==> src/rtl/shared_reg_pkg.sv <==
// Shared types and constants for shared_reg_arbiter: FSM encoding, default
// sizes, and the pointer-width helper used by the top and the selector.
package shared_reg_pkg;

  localparam int DEF_NREQ = 4;
  localparam int DEF_DW   = 8;

  typedef logic [0:0] state_t;
  localparam state_t IDLE = 1'b0;
  localparam state_t HOLD = 1'b1;

  // Index width for a requester count; a count of one still needs a 1-bit index.
  function automatic int ptr_width(input int n);
    return (n < 2) ? 1 : $clog2(n);
  endfunction

endpackage

==> src/rtl/shared_reg_arbiter_rr_pick.sv <==
// Combinational round-robin selector: first set request at or after ptr,
// wrapping from NREQ-1 back to 0.
module rr_pick
  import shared_reg_pkg::*;
#(
  parameter int NREQ = DEF_NREQ,
  parameter int PW   = ptr_width(DEF_NREQ)
) (
  input  logic [NREQ-1:0] req,
  input  logic [PW-1:0]   ptr,
  output logic [PW-1:0]   winner,
  output logic            any
);

  always_comb begin
    int          sum;
    logic [PW-1:0] idx;
    // NOTE: every output gets a default before the loop so no path leaves it
    // unassigned, which would otherwise infer a latch.
    winner = '0;
    any    = 1'b0;
    sum    = 0;
    idx    = '0;
    for (int i = 0; i < NREQ; i++) begin
      sum = int'(ptr) + i;
      if (sum >= NREQ) sum = sum - NREQ;
      idx = PW'(sum);
      if (!any && req[idx]) begin
        any    = 1'b1;
        winner = idx;
      end
    end
  end

endmodule

==> src/rtl/shared_reg_arbiter.sv <==
// Round-robin arbiter sharing one capture register between NREQ producers.
// Define SHARED_REG_BYPASS_EN to allow back-to-back captures on acknowledge.
module shared_reg_arbiter
  import shared_reg_pkg::*;
#(
  parameter int NREQ = DEF_NREQ,
  parameter int DW   = DEF_DW
) (
  input  logic                         clk,
  input  logic                         rst,
  input  logic [NREQ-1:0]              req,
  input  logic [NREQ*DW-1:0]           din,
  output logic [NREQ-1:0]              gnt,
  output logic [DW-1:0]                q,
  output logic                         q_valid,
  output logic [ptr_width(NREQ)-1:0]   q_src,
  input  logic                         q_ack
);

  localparam int PW = ptr_width(NREQ);

  state_t          state;
  logic [PW-1:0]   ptr;
  logic [PW-1:0]   winner;
  logic            any;
  logic [NREQ-1:0] eligible;
  logic [DW-1:0]   words [NREQ];
  logic            capture;
  logic [PW-1:0]   ptr_next;

  for (genvar i = 0; i < NREQ; i++) begin : g_words
    assign words[i] = din[i*DW +: DW];
  end

  // The requester granted this cycle still holds req high; mask it out.
  assign eligible = req & ~gnt;

  rr_pick #(
    .NREQ (NREQ),
    .PW   (PW)
  ) u_pick (
    .req    (eligible),
    .ptr    (ptr),
    .winner (winner),
    .any    (any)
  );

`ifdef SHARED_REG_BYPASS_EN
  assign capture = any && ((state == IDLE) || q_ack);
`else
  assign capture = any && (state == IDLE);
`endif

  assign ptr_next = (winner == PW'(NREQ - 1)) ? '0 : winner + 1'b1;

  always_ff @(posedge clk) begin
    // NOTE: all state here uses non-blocking assignments so every register
    // samples the pre-edge values of its neighbours.
    if (rst) begin
      state   <= IDLE;
      ptr     <= '0;
      q       <= '0;
      q_src   <= '0;
      q_valid <= 1'b0;
      gnt     <= '0;
    end else begin
      gnt <= '0;
      if (capture) begin
        q       <= words[winner];
        q_src   <= winner;
        q_valid <= 1'b1;
        gnt     <= NREQ'(1) << winner;
        ptr     <= ptr_next;
        state   <= HOLD;
      end else if (state == HOLD && q_ack) begin
        q_valid <= 1'b0;
        state   <= IDLE;
      end
    end
  end

  a_gnt_onehot : assert property (@(posedge clk) disable iff (rst) $onehot0(gnt));
  a_gnt_valid  : assert property (@(posedge clk) disable iff (rst) (gnt != '0) |-> q_valid);
  a_hold_valid : assert property (@(posedge clk) disable iff (rst) (state == HOLD) == q_valid);

endmodule

==> config.mk <==
export PLATFORM = sky130hd
export DESIGN_NAME = shared_reg_arbiter
export DESIGN_NICKNAME = d
export VERILOG_FILES = /design/src/rtl/shared_reg_pkg.sv /design/src/rtl/shared_reg_arbiter_rr_pick.sv /design/src/rtl/shared_reg_arbiter.sv
export SDC_FILE = /design/constraint.sdc
export NUM_CORES = 1
export LEC_CHECK = 0
export BUFFER_PORTS_ARGS = -buffer_cell sky130_fd_sc_hd__buf_2
export CAP_MARGIN = 10
export CORE_UTILIZATION = 26
export CTS_CLUSTER_DIAMETER = 150
export DETAILED_ROUTE_END_ITERATION = 16
export SYNTH_ARGS = -nofsm -noshare
export SYNTH_HDL_FRONTEND = slang
export SYNTH_SLANG_ARGS = --single-unit
==> constraint.sdc <==
create_clock -name clk -period 1.98 [get_ports clk]
set_input_delay 0.594 -clock clk [delete_from_list [all_inputs] [get_ports clk]]
set_output_delay 0.594 -clock clk [all_outputs]
set_load 0.05 [all_outputs]
==> results.ini <==
[outcome]
status = finished, final reports clean

[worst_hold_path]
worstHoldPathCells = 2
hold_path.class = register to register

[critical_path]
start_kind = register
crit-reg2reg-launch = ptr[1]
required_ps = 2190
cp.arrival_ps = 1970
r2r-end = q[2]
cp-end-kind = register
r2r_cells = 5
critPathKind = register to register
endpoint = q[2]
worstSetupStartpoint = ptr[1]
reg2reg_slack_ps = 220
path_max_fanout = 8

[die]
die-area_um2 = 3920
die_w_um = 62.6
start_util_pct = 27.9
boundaryPins = 54
row_count = 21
die_h_um = 62.6
core_area_um2 = 3420

[layout]
fin_nets = 192
fillers = 373
mostFrequentLayoutCells = 53 x buf_2, 17 x dfxtp_1, 16 x mux2i_1
layout-drive-gt1-share_pct = 42.1
area_delta_synth_final_pct = 35.5
seqCellArea_um2 = 340
multi_input_area_um2 = 553
antennaDiodeCount = 0
final_common_cell = buf_2
stdcell_count = 198

[timing]
rsz0062_at_grt = false
worst_pin_slew_ps = 422
maxSlewViolCount = 0
setup_slack_ps = 219
hold_violations = 0
whs_ps = 470
setup_violations = 0
finalSetupTns_ps = 0
timing.slew.headroom_pct = 71.6
max_freq_mhz = 568
skew_ps = 6.34
post-route-min-period_ps = 1760
finalCritPeriodShare_pct = 89.0

[global_route]
overflow = 0
grt_pass1_wl_um = 3940
grt_pass1_vias = 927
grt_start_max_net_pins = 23
grt_antenna_before_repair = 0
track_usage_pct = 12.6

[detailed_routing]
vias_per_cell = 4.77
ant_nets = 0
post_drt_wl_per_cell_um = 12.2
drt-initial-drc-count = 26
drt_wl_total_um = 2410
drc_errors = 0
dr.pass1.iters = 4
num_vias = 944

[place]
dp_worst_setup_slack_ps = -40.9
place_congestion = 0.780
portBuffers = 53
place_hpwl_um = 1840
dp_cells = 194

[pwr]
p_sw_share_pct = 43.7
switchingPower_mw = 0.566
intPower_mw = 0.729
power.share.clock_pct = 14.4
ir_drop_v = 0.000363
seq_power_share_pct = 35.2
combPwrFrac_pct = 50.5
power_density_nw_per_um2 = 1000
p_leak_nw = 0.655

[cts]
htree_num_levels = 1
cts_setup_buffers = 0
post_cts_resized = 0
hold_buffers = 0
insertion_delay_ps = 290
cts.sinks = 17
cts_root_buf = clkbuf_4
clk_pin_slew_worst_paths_ps = 100
clockBufferDepth = 2
cts_tree = yes
cts_buffers = 3

[yosys]
syn_avg_cell_area_um2 = 9.94
syn_nets = 135
ys_types = 32
yosysTopAreaCellShare_pct = 35.6
yosysSeqAreaShare_pct = 35.6
syn-instance-count = 96
synth_area_leaders = dfxtp_1 36%, mux2i_1 17%, o221ai_1 7.3%
ys_ff_latch = 17
yosysTopAreaCell = dfxtp_1
synth_warnings = 0
syn-cell-area_um2 = 955

[flow_run]
maxCapViolCount = 0

[synth_stat cells (all sizes together)]
cell,n
a21oi,5
a2bb2oi,1
a41o,1
and2,1
and2b,1
and3,2
buf,3
clkbuf,2
dfxtp,17
inv,2
mux2i,16
nand2,4
nand2b,4
nand3b,9
nor2,4
nor2b,1
nor3,2
nor3b,1
nor4,2
o21a,2
o21ai,1
o221ai,9
o31ai,1
or2b,1
or3,1
or4,1
or4b,1
xnor2,1
[registers in the layout, summed over array words and instances (netlist names)]
| name | flops |
|---|---|
| q | 8 |
| gnt | 4 |
| ptr | 2 |
| q_src | 2 |
| state | 1 |
[cell families (layout without fill, tap and decap cells)]
kind of cell	after synthesis	count (layout)	share of synthesized area (%)
and+or+nand+nor	35	35	23.9
muxes	16	16	16.8
DFF	17	17	35.6
AOI/OAI and AO/OA	20	20	16.4
xor gates and xnor gates	1	1	0.918
buffers and inverters	7	63	6.42
[worst min-delay path by stage]
stage / to / slack (ps) / start
2_1_floorplan: ptr[0] / 590 / ptr[0]
3_3_place_gp: q_src[0] / 480 / q_src[0]
3_5_place_dp: q_src[0] / 460 / q_src[0]
4_1_cts: q_src[0] / 480 / q_src[0]
5_1_grt: q_src[0] / 520 / q_src[0]
6_report: q_src[0] / 470 / q_src[0]
[layout make-up]
type | count | share of cell area [%]
repair buffers | 57 | 23.8
clock buffers | 3 | 1.74
inverters | 2 | 0.580
well taps | 46 | 4.45
multi-input cells | 72 | 42.7
flip-flops and latches | 17 | 26.3
clock inverters | 1 | 0.387
[metrics by stage]
stage                     util, %  area (um^2)  total power, mW
after CTS                    37.9         1290             1.30
after detailed placement     37.1         1270             1.12
after floorplan                 -          955            0.973
final                        37.9         1290             1.29
after global placement       37.1         1270             1.11
after global routing         37.9         1290             1.37
[power groups by stage]
stage	sequential (mW)	combinational [mW]	clock (mW)
2_1_floorplan	0.654	0.319	0
3_5_place_dp	0.462	0.655	0
5_1_grt	0.465	0.702	0.202
6_report	0.455	0.653	0.186
3_3_place_gp	0.460	0.650	0
4_1_cts	0.456	0.657	0.192
[routing by layer]
layer  up-vias  routed length, um  track usage, %
li1        473                  -               -
met1       429               1090            16.3
met2        40               1120            19.4
met3         2                179            2.55
met4         0                 19            6.69
met5         -                  0               0
[critical path, cell delays in order, from the launching register on]
cell      delay [ps]
dfxtp_1          380
or4b_4           540
o31ai_1          110
or3_1            200
nand2_1          210
o221ai_1         230
No activity file was read; power rests on OpenSTA's default activity.
